===== config.mk =====
export PLATFORM = sky130hd
export DESIGN_NAME = inert_intf
export DESIGN_NICKNAME = d
export VERILOG_FILES = /design/src/rtl/inert_intf.sv
export SDC_FILE = /design/constraint.sdc
export NUM_CORES = 1
export LEC_CHECK = 0
export BUFFER_PORTS_ARGS = -buffer_cell sky130_fd_sc_hd__clkbuf_2
export CAP_MARGIN = 15
export CORE_ASPECT_RATIO = 1.5
export CORE_UTILIZATION = 45
export DETAILED_ROUTE_END_ITERATION = 7
export GPL_TIMING_DRIVEN = 0
export PLACE_DENSITY_LB_ADDON = 0.08
export SETUP_SLACK_MARGIN = 0.1
export SLEW_MARGIN = 5
export SYNTH_ARGS = -nofsm -noshare
export SYNTH_HDL_FRONTEND = slang
export SYNTH_SLANG_ARGS = --single-unit

===== constraint.sdc =====
create_clock -name clk -period 2.2 [get_ports clk]
set_input_delay 0.44 -clock clk [delete_from_list [all_inputs] [get_ports clk]]
set_output_delay 0.44 -clock clk [all_outputs]
set_load 0.02 [all_outputs]

===== src/rtl/inert_intf.sv =====
// Inertial-sensor front end: configures the IMU over SPI after reset, then
// reads pitch rate and Z acceleration on every data-ready interrupt and
// presents them with a one-clk vld strobe.
//
// Ports:
//   clk      in   system clock
//   rst_n    in   asynchronous active-low reset
//   INT      in   IMU data-ready level (asynchronous)
//   MISO     in   SPI data from IMU
//   SS_n     out  SPI slave select, active-low
//   SCLK     out  SPI clock (clk/16), idles high
//   MOSI     out  SPI data to IMU
//   vld      out  one-clk strobe: new ptch_rt/AZ pair valid
//   ptch_rt  out  raw signed pitch rate {high, low}
//   AZ       out  raw Z acceleration {high, low}
module inert_intf #(
    parameter int unsigned INIT_WAIT_BITS = 16
) (
    input  logic        clk,
    input  logic        rst_n,
    input  logic        INT,
    input  logic        MISO,
    output logic        SS_n,
    output logic        SCLK,
    output logic        MOSI,
    output logic        vld,
    output logic [15:0] ptch_rt,
    output logic [15:0] AZ
);

    localparam int unsigned WORD_W = 16;
    localparam int unsigned BYTE_W = 8;
    localparam int unsigned DIV_W  = 4;
    localparam int unsigned RISE_W = 5;

    // Divider phase at SS_n fall: SCLK high for 4 clk, then falls on wrap.
    localparam logic [DIV_W-1:0]  DIV_START = 4'hC;
    localparam logic [DIV_W-1:0]  DIV_RISE  = 4'h7;
    localparam logic [DIV_W-1:0]  DIV_FALL  = 4'hF;
    localparam logic [RISE_W-1:0] LAST_RISE = 5'd16;

    localparam logic [WORD_W-1:0] CMD_WR0  = 16'h0D02;
    localparam logic [WORD_W-1:0] CMD_WR1  = 16'h1053;
    localparam logic [WORD_W-1:0] CMD_WR2  = 16'h1150;
    localparam logic [WORD_W-1:0] CMD_WR3  = 16'h1460;
    localparam logic [WORD_W-1:0] CMD_RDPL = 16'hA200;
    localparam logic [WORD_W-1:0] CMD_RDPH = 16'hA300;
    localparam logic [WORD_W-1:0] CMD_RDAL = 16'hAC00;
    localparam logic [WORD_W-1:0] CMD_RDAH = 16'hAD00;

    typedef enum logic [3:0] {
        ST_INIT_WAIT,
        ST_WR0,
        ST_WR1,
        ST_WR2,
        ST_WR3,
        ST_WAIT_INT,
        ST_RD_PL,
        ST_RD_PH,
        ST_RD_AL,
        ST_RD_AH,
        ST_VALID
    } state_e;

    state_e state_q, state_d;

    logic [INIT_WAIT_BITS-1:0] wait_cnt_q;
    logic                      int_meta_q;
    logic                      int_sync_q;
    logic                      issued_q;

    logic                      start_c;
    logic [WORD_W-1:0]         cmd_c;

    logic                      ss_n_q;
    logic [DIV_W-1:0]          div_q;
    logic [WORD_W-1:0]         tx_q;
    logic [BYTE_W-1:0]         rx_q;
    logic [RISE_W-1:0]         rise_cnt_q;
    logic                      done_q;

    logic [BYTE_W-1:0]         pl_q, ph_q, al_q;
    logic [WORD_W-1:0]         ptch_q, az_q;
    logic                      vld_q;

    assign SS_n    = ss_n_q;
    assign SCLK    = div_q[DIV_W-1];
    assign MOSI    = tx_q[WORD_W-1];
    assign vld     = vld_q;
    assign ptch_rt = ptch_q;
    assign AZ      = az_q;

    // Two-flop synchronizer for the asynchronous data-ready level.
    always_ff @(posedge clk or negedge rst_n) begin
        if (!rst_n) begin
            int_meta_q <= 1'b0;
            int_sync_q <= 1'b0;
        end else begin
            int_meta_q <= INT;
            int_sync_q <= int_meta_q;
        end
    end

    // Post-reset settle counter.
    always_ff @(posedge clk or negedge rst_n) begin
        if (!rst_n) begin
            wait_cnt_q <= '0;
        end else if (state_q == ST_INIT_WAIT) begin
            wait_cnt_q <= wait_cnt_q + INIT_WAIT_BITS'(1);
        end
    end

    // State register.
    always_ff @(posedge clk or negedge rst_n) begin
        if (!rst_n) begin
            state_q <= ST_INIT_WAIT;
        end else begin
            state_q <= state_d;
        end
    end

    // Next-state logic; each transfer state fires start once, then waits for done.
    always_comb begin
        state_d = state_q;
        start_c = 1'b0;
        cmd_c   = '0;
        unique case (state_q)
            ST_INIT_WAIT: if (&wait_cnt_q) state_d = ST_WR0;
            ST_WR0: begin
                cmd_c   = CMD_WR0;
                start_c = !issued_q;
                if (done_q) state_d = ST_WR1;
            end
            ST_WR1: begin
                cmd_c   = CMD_WR1;
                start_c = !issued_q;
                if (done_q) state_d = ST_WR2;
            end
            ST_WR2: begin
                cmd_c   = CMD_WR2;
                start_c = !issued_q;
                if (done_q) state_d = ST_WR3;
            end
            ST_WR3: begin
                cmd_c   = CMD_WR3;
                start_c = !issued_q;
                if (done_q) state_d = ST_WAIT_INT;
            end
            ST_WAIT_INT: if (int_sync_q) state_d = ST_RD_PL;
            ST_RD_PL: begin
                cmd_c   = CMD_RDPL;
                start_c = !issued_q;
                if (done_q) state_d = ST_RD_PH;
            end
            ST_RD_PH: begin
                cmd_c   = CMD_RDPH;
                start_c = !issued_q;
                if (done_q) state_d = ST_RD_AL;
            end
            ST_RD_AL: begin
                cmd_c   = CMD_RDAL;
                start_c = !issued_q;
                if (done_q) state_d = ST_RD_AH;
            end
            ST_RD_AH: begin
                cmd_c   = CMD_RDAH;
                start_c = !issued_q;
                if (done_q) state_d = ST_VALID;
            end
            ST_VALID: state_d = ST_WAIT_INT;
            default:  state_d = ST_INIT_WAIT;
        endcase
    end

    // Remembers that the current state's transaction has been launched.
    always_ff @(posedge clk or negedge rst_n) begin
        if (!rst_n) begin
            issued_q <= 1'b0;
        end else if (start_c) begin
            issued_q <= 1'b1;
        end else if (done_q) begin
            issued_q <= 1'b0;
        end
    end

    // SPI master, mode 3. Only the low byte of each response is consumed, so
    // the receive register keeps the last 8 bits shifted in.
    always_ff @(posedge clk or negedge rst_n) begin
        if (!rst_n) begin
            ss_n_q     <= 1'b1;
            div_q      <= DIV_START;
            tx_q       <= '0;
            rx_q       <= '0;
            rise_cnt_q <= '0;
            done_q     <= 1'b0;
        end else begin
            done_q <= 1'b0;
            if (ss_n_q) begin
                if (start_c) begin
                    ss_n_q     <= 1'b0;
                    div_q      <= DIV_START;
                    tx_q       <= cmd_c;
                    rise_cnt_q <= '0;
                end
            end else begin
                div_q <= div_q + DIV_W'(1);
                if (div_q == DIV_RISE) begin
                    rx_q       <= {rx_q[BYTE_W-2:0], MISO};
                    rise_cnt_q <= rise_cnt_q + RISE_W'(1);
                end
                if (div_q == DIV_FALL) begin
                    // After the 16th rise the would-be fall ends the frame instead.
                    if (rise_cnt_q == LAST_RISE) begin
                        ss_n_q <= 1'b1;
                        div_q  <= DIV_START;
                        tx_q   <= '0;
                        done_q <= 1'b1;
                    end else if (rise_cnt_q != '0) begin
                        tx_q <= {tx_q[WORD_W-2:0], 1'b0};
                    end
                end
            end
        end
    end

    // Holding bytes and outputs; outputs change only on entry to VALID.
    always_ff @(posedge clk or negedge rst_n) begin
        if (!rst_n) begin
            pl_q   <= '0;
            ph_q   <= '0;
            al_q   <= '0;
            ptch_q <= '0;
            az_q   <= '0;
            vld_q  <= 1'b0;
        end else begin
            vld_q <= (state_d == ST_VALID);
            if (done_q) begin
                case (state_q)
                    ST_RD_PL: pl_q <= rx_q;
                    ST_RD_PH: ph_q <= rx_q;
                    ST_RD_AL: al_q <= rx_q;
                    ST_RD_AH: begin
                        ptch_q <= {ph_q, pl_q};
                        az_q   <= {rx_q, al_q};
                    end
                    default: ;
                endcase
            end
        end
    end

endmodule


# Yosys cells after proc, flatten, opt, wreduce, memory -nomap -nowiden
# Cells that the tools add are included.
# W data, S select, Z words.
# classes
add_sub_neg	3
multipliers	0
n_div	0
order_cmp	0
n_eq_ne	15
shifts	0
mux	32
n_bitwise	1
reduce_logical	16
# ops
operator	count
$pmux W16 S8	1
$mux W16	5
$mux W4	14
$pmux W4 S11	1
$eq A4 B3 Y1 const B	5
$eq A4 B4 Y1 const B	5
$add A16 B1 Y16 const B	1
$reduce_and A16 Y1	1
$mux W5	3
$reduce_and A2 Y1	6
$eq A4 B2 Y1 const B	2
$mux W1	8
$reduce_or A8 Y1	1
$reduce_bool A2 Y1	3
$add A5 B1 Y5 const B	1
$eq A5 B5 Y1 const B	1
$reduce_bool A5 Y1	1
$add A4 B1 Y4 const B	1
$eq A4 B1 Y1 const B	1
$logic_not A4 Y1	1
$reduce_and A3 Y1	1
$reduce_bool A3 Y1	1
$ne A2 B2 Y1 const B	1
$logic_not A1 Y1	1
$not A1 Y1	1
# word_totals
reg_bits	115
latch_bits	0
ram_bits	0
rom_bits	0
input_bits	4
out_inout_bits	36
wordCells	84
mem_count	0

# Depth between registers and ports, before layout
# Gate-level depths: netlist of the first run.
# logic_depth
depth_word	5
depth_mapped	7
ltp_nobuf	6

# Least setup slack after synthesis of the first run
# No wires, ideal clock.
# synth_timing
path_type	register -> register
from	reg rise_cnt_q[0]
to	reg tx_q[10]
t_arrival_ps	1872
required_ps	2072
setup_slack_ps	200
stages_incl_launch_ff	8
path_buffers	1
synth_period_minus_slack_ps	2000
cell_sequence	dfrtp_1 inv_1 ha_1 or3b_2 o21ai_1 nand3_2 buf_2 mux2_1
# synth_between
elab_chain_cells	4
# synth_lines
item	line	source
from (decl)	79	logic [RISE_W-1:0] rise_cnt_q;
from (signal assigned)	209	rise_cnt_q <= rise_cnt_q + RISE_W'(1);
$eq A5 B5 Y1	213	if (rise_cnt_q == LAST_RISE) begin
$mux W16	213	
$mux W16	211	if (div_q == DIV_FALL) begin
$mux W16	198	if (ss_n_q) begin
to (signal assigned)	202	tx_q <= cmd_c;
to (signal assigned)	219	tx_q <= {tx_q[WORD_W-2:0], 1'b0};
to (decl)	77	logic [WORD_W-1:0] tx_q;
# Several ways; a longest one is shown, not always the timed one. The select of a mux whose other input is x is not followed.
# A chain may end at the register's enable or synchronous reset.

# Worst setup path in the final report of the first run
# layout_timing
from	reg rise_cnt_q[0]
to	reg tx_q[11]
# The elaborated chain is that of the path after synthesis.

==> results.md, run 1 <==
* Critical path class: flop to flop
* HPWL Detailed at 6.950 mm
* Total clock sinks at 115
* Clock Tree Buf Depth at 2
* Area leader, netlist: dfrtp_1
* Startpoint Class: flop
* Minimum clock period after layout at 2061 ps
* Slew Limit Fails at 0
* Clock transition at path regs at 60 ps
* Vias per inst at 5.270
* PortBufs at 39
* Post-synth EDFFs at 0
* Synth warn at 0
* Post-route cell area at 0.006073 sq mm
* Final setup vio count at 0
* Layout cell share with drive strength beyond 1 at 0.3326
* CTS Root Cell: clkbuf_16
* Commonest non-fill, non-tap cell in the layout: dfrtp_1
* Achievable clock frequency at 485.3 MHz
* Commonest non-fill, non-tap cells in the layout: 112 x dfrtp_1, 58 x mux2_2, 46 x nand2_1
* First-pass GRT wire length at 16.99 mm
* Crit Path Max Fanout at 5
* Routed WL at 10.16 mm
* Largest net degree at the start of global routing at 72
* Synth Cell Area at 0.004951 sq mm
* Die ar. at 0.01143 sq mm
* Leak at 2.943 nW
* Crit. End Element: flop
* TritonCTS clock tree: done
* Remaining DRCs at 0
* Final RePlAce weighted congestion at 0.8352
* Tightest Pin Transition at 601.8 ps
* Initial core utilization at 0.4650
* Routed len/inst at 16.33 um
* Max Cap Viol at 0
* Final Hold Fails at 0
* Synth top area cells: dfrtp_1 57%, mux2_2 13%, nand2_1 3.5%
* Synth top area share at 0.5661
* Multi-input gate area in the final layout at 0.001974 sq mm
* Seq cells post-synth at 115
* Cell variety after synth at 53
* Register area share after synthesis at 0.5820
* DR vias at 3278
* Total GRT Usage at 0.1988
* Status: finished clean
* Post-DRT Antenna Nets at 0
* Most used DFF post-synth: dfrtp_1
* Data arrival, critical path at 2340 ps
* Die height at 130.5 um
* P per Cell Area at 821.1 mW/mm^2
* Area grow syn2layout at 22.67%
* Post-Layout Cell Count at 622
* Seq. cell area at 0.002882 sq mm
* Num CTS Buffers at 17
* Initial antenna violation count at 0
* Vias in the first global route at 3430
* GRT overflow at 0
* VDD IR max at 0.5914 mV
* H-Tree Depth at 4
* Fill count at 892
* Slowest cell on crit path: or3b_2
* I/O pin cnt at 40
* Core area at 0.01065 sq mm
* Iter 0 DRT Violations at 145
* Post-Route Skew at 9.158 ps
* Max incr delay on CP at 470 ps
* Cell Area, Placed at 0.005363 sq mm
* Post-Syn Instances at 402
* Final period util at 0.9367
* Placed Cells at 586
* RSZ-0062 raised after global routing: yes
* Cell Chain, Critical Path: inv_1, ha_1, or3b_2, o21ai_2, nand3_2, buf_8, mux2_1
* Num rows at 46
* Slew headroom at 0.5988
* Net Count, Synth at 410
* DIE WIDTH at 87.65 um
* Post-Route Utilization at 0.5704
* N_diodes at 0
* Nets at 474
* Post-synthesis async set-or-reset flop share at 1.000
* Critical path required time at 2480 ps
* DR pass1 iterations at 4
* Syn_area_per_cell at 12.32 sq um
* Worst skew pair latency at 410 ps
* Hold Crit Class: input port to flop
-- report_power, final --
group	internal [mW]	leakage [nW]	switching, mW
clock network	1.79	0.286	1.02
logic	0.0109	1.11	0.0418
registers	2.12	1.55	0.00611
-- cell type report --
class | instances | share of cell area
timing repair buffer | 46 | 0.04594
inverter | 15 | 0.009271
clock inverter | 14 | 0.02946
multi-input combinational | 255 | 0.3251
tap | 144 | 0.02967
clock buffer | 17 | 0.07005
sequential | 115 | 0.4745
buffer | 16 | 0.01607
-- Yosys cell counts, types with 4 or more instances --
library cell  number
dfrtp_1          112
mux2_2            58
nand2_1           46
inv_1             15
nor2_1            14
clkbuf_1          11
nand3_1           11
xnor2_1           11
nand4_1           10
o21ai_0           10
xor2_1             8
a21oi_1            7
mux2_1             5
mux2i_1            5
nor3b_1            5
a32o_1             4
buf_2              4
ha_1               4
nor2b_1            4
-- layer usage --
metal  routed length, um  global-route usage
met1                4169              0.2189
met2                5416              0.3534
met3                 329             0.06407
met4                 242             0.07715
met5                   0                   0
-- state kept, by name, indices dropped and copies added (netlist names) --
name	flops
tx_q	16
int_sync_q	1
ph_q	8
SS_n	1
state_q	4
pl_q	8
ptch_rt	16
vld	1
done_q	1
rise_cnt_q	5
div_q	4
wait_cnt_q	16
issued_q	1
int_meta_q	1
AZ	16
al_q	8
rx_q	8
-- repair_timing --
item | 4_1_cts | 5_1_grt
pin swaps | 1 | 1
resized for setup | 7 | 7
buffers inserted | 1 | 4
endpoints found under the setup margin | 27 | 42
hold buffers | 1 | 0
hold endpoints to repair | 44 | 0
-- cell families (layout without fill, tap and decap cells) --
family | after synthesis | in the layout | synth area share
adders and majority gates | 5 | 5 | 0.01213
and+or+nand+nor | 117 | 117 | 0.1253
buffers and inverters | 32 | 108 | 0.02830
muxes | 68 | 68 | 0.1534
xor gates and xnor gates | 19 | 19 | 0.03361
AOI/OAI and AO/OA | 46 | 46 | 0.06520
DFF | 115 | 115 | 0.5820
-- metrics by stage --
stage	total power [mW]	setup WS [ps]	TNS, ps	hold WS [ps]
after global routing	5.139	33.43	0	136.1
final	4.987	139.3	0	145.7
after global placement	2.212	-988.5	-110920	340.2
after floorplan	2.165	200.0	0	144.4
after CTS	5.031	85.79	0	134.7
after detailed placement	2.221	-38.33	-71.03	334.7
-- path summary, 6_finish.rpt --
kind	start	depth (start not counted)	slack (ps)	endpoint
setup / recovery	rise_cnt_q[0]$_DFFE_PN0P_	7	140	tx_q[11]$_DFFE_PN0P_
hold / removal	INT	1	150	int_meta_q$_DFF_PN0_
setup reg to reg	rise_cnt_q[0]$_DFFE_PN0P_	7	140	tx_q[11]$_DFFE_PN0P_
hold reg to reg	int_meta_q$_DFF_PN0_	0	340	int_sync_q$_DFF_PN0_
max in group asynchronous	rst_n	3	990	div_q[2]$_DFFE_PN1P_
min in group asynchronous	rst_n	2	530	wait_cnt_q[12]$_DFFE_PN0P_
-- worst max-delay path: cells and delay by family (launching register included) --
kind,cells,cell delay [ps]
buffers and inverters,2,250
multiplexers,1,320
adder cells (fa/ha/maj),1,150
AO/OA/AOI/OAI,1,190
AND/OR/NAND/NOR,2,610
flip-flops,1,420
Power figures use the tool's default switching activity.
==> run 2, diff against run 1 <==
--- a/config.mk
+++ b/config.mk
@@ -11,6 +11,7 @@
 export CORE_UTILIZATION = 45
 export DETAILED_ROUTE_END_ITERATION = 7
 export GPL_TIMING_DRIVEN = 0
+export MAX_ROUTING_LAYER = met4
 export PLACE_DENSITY_LB_ADDON = 0.08
 export SETUP_SLACK_MARGIN = 0.1
 export SLEW_MARGIN = 5
==> run 2 against run 1 <==
Net effect:
- sequential share of layout area grew 0.098 points
- hold slack got worse by 1.1 ps
- routed wire length decreased by 0.12%
- die area did not move
- critical path type unchanged
- final area down 0.21%
- total power about the same
- clock power is essentially flat
- sequential power is essentially flat
- core utilization decreased by 0.12 points
- register-to-register slack gained 40 ps
- setup slack improved by 41 ps
==> results.md, run 2 (synthesis gave the netlist of run 1 again) <==
* Layout cell share with drive strength beyond 1 at 0.3298
* P per Cell Area at 822.7 mW/mm^2
* Final RePlAce weighted congestion at 0.8481
* Clock Tree Buf Depth at 2
* Post-DRT Antenna Nets at 0
* Crit Path Max Fanout at 10
* Startpoint Class: flop
* Hold Crit Class: input port to flop
* CTS Root Cell: clkbuf_16
* Vias per inst at 5.303
* Final setup vio count at 0
* H-Tree Depth at 4
* First-pass GRT wire length at 16.98 mm
* Grt met3 use at 0.05716
* Die height at 130.5 um
* Post-Route Skew at 9.768 ps
* Slew headroom at 0.6002
* Routed len/inst at 16.36 um
* Status: finished clean
* DR pass1 iterations at 4
* Met2 Usage GRT at 0.3534
* Num CTS Buffers at 17
* GRT overflow at 0
* N_diodes at 0
* Grt peak-use layer: met2
* Crit. End Element: flop
* VDD IR max at 0.5912 mV
* TritonCTS clock tree: done
* Post-Layout Cell Count at 620
* Critical path required time at 2480 ps
* DR vias at 3288
* Largest net degree at the start of global routing at 72
* Max Cap Viol at 0
* Tightest Pin Transition at 599.7 ps
* RSZ-0062 raised after global routing: yes
* DIE WIDTH at 87.65 um
* Commonest non-fill, non-tap cell in the layout: dfrtp_1
* PortBufs at 39
* Setup TNS at 0 ps
* Fill count at 891
* Worst skew pair latency at 410 ps
* Final Hold Fails at 0
* Final Total Pwr at 4.986 mW
* Remaining DRCs at 0
* I/O pin cnt at 40
* Commonest non-fill, non-tap cells in the layout: 112 x dfrtp_1, 58 x mux2_2, 46 x nand2_1
* Leak at 2.937 nW
* Critical path class: flop to flop
* Area grow syn2layout at 22.42%
* Minimum clock period after layout at 2020 ps
* Num rows at 46
* Total GRT Usage at 0.2052
* Nets at 472
* Achievable clock frequency at 495.0 MHz
* Total clock sinks at 115
* Clock transition at path regs at 60 ps
* Hold_ws at 144.7 ps
* Placed Cells at 586
* Initial antenna violation count at 0
* Vias in the first global route at 3425
* HPWL Detailed at 6.950 mm
* Initial core utilization at 0.4650
* Routed WL at 10.15 mm
* Slew Limit Fails at 0
* Die ar. at 0.01143 sq mm
* Met1 Use GR at 0.2205
* Final period util at 0.9182
* Iter 0 DRT Violations at 143
* Core area at 0.01065 sq mm
* Data arrival, critical path at 2300 ps
## run 2: cell count changes in the layout (fill, tap and decap cells not counted)
cell,previous run,this run
or3b_4,0,1
or3b_2,2,1
buf_4,8,6
## run 2: final timing paths
check | to | startpoint | slack, ps | cells past startpoint
max in group asynchronous | div_q[3]$_DFFE_PN1P_ | rst_n | 970 | 3
min | int_meta_q$_DFF_PN0_ | INT | 140 | 1
max reg2reg | tx_q[11]$_DFFE_PN0P_ | rise_cnt_q[0]$_DFFE_PN0P_ | 180 | 7
min reg2reg | int_sync_q$_DFF_PN0_ | int_meta_q$_DFF_PN0_ | 340 | 0
min in group asynchronous | wait_cnt_q[13]$_DFFE_PN0P_ | rst_n | 530 | 2
max | tx_q[11]$_DFFE_PN0P_ | rise_cnt_q[0]$_DFFE_PN0P_ | 180 | 7
## run 2: through the flow
step / worst slack [ps] / util / instance area, sq um
after global routing: 22.95 / 0.5692 / 6061
after CTS: 85.79 / 0.5642 / 6007
after global placement: -988.5 / 0.5002 / 5326
after detailed placement: -38.33 / 0.5036 / 5363
final: 179.9 / 0.5692 / 6061
after floorplan: 200.0 / - / 4951
## run 2: worst max-delay path: stages (launching register included)
cell      delay, ps
dfrtp_1         420
inv_1            70
ha_1            150
nor4bb_4        250
nor2_1          130
clkbuf_1        230
a2bb2o_1        320
mux2_1          310
## run 2: metal layers
metal	wire length, um	part of all wire
met2	5429	0.54
met1	4209	0.41
met3	298	0.029
met4	208	0.021
met5	0	0
## run 2: area by class of cell
type / instances / area, sq um / area share
Buffer: 16 / 97.59 / 0.01610
Clock buffer: 17 / 425.4 / 0.07019
Clock inverter: 14 / 178.9 / 0.02952
Inverter: 15 / 56.30 / 0.009290
Multi-Input combinational cell: 255 / 1977 / 0.3262
Sequential cell: 115 / 2882 / 0.4754
Tap cell: 144 / 180.2 / 0.02973
Timing Repair Buffer: 44 / 264.0 / 0.04356
## run 2: what timing repair did
action / in CTS / in global routing
hold endpoints to repair: 44 / 0
setup buffers: 1 / 2
hold buffers: 1 / 0
gates resized for setup: 7 / 8
setup endpoints to repair: 27 / 42
pin swaps: 1 / 1
## run 2: power breakdown
part           internal [mW]  total [mW]  switching (mW)
Combinational         0.0109      0.0529          0.0420
Sequential              2.12        2.13         0.00604
Clock                   1.79        2.81            1.02
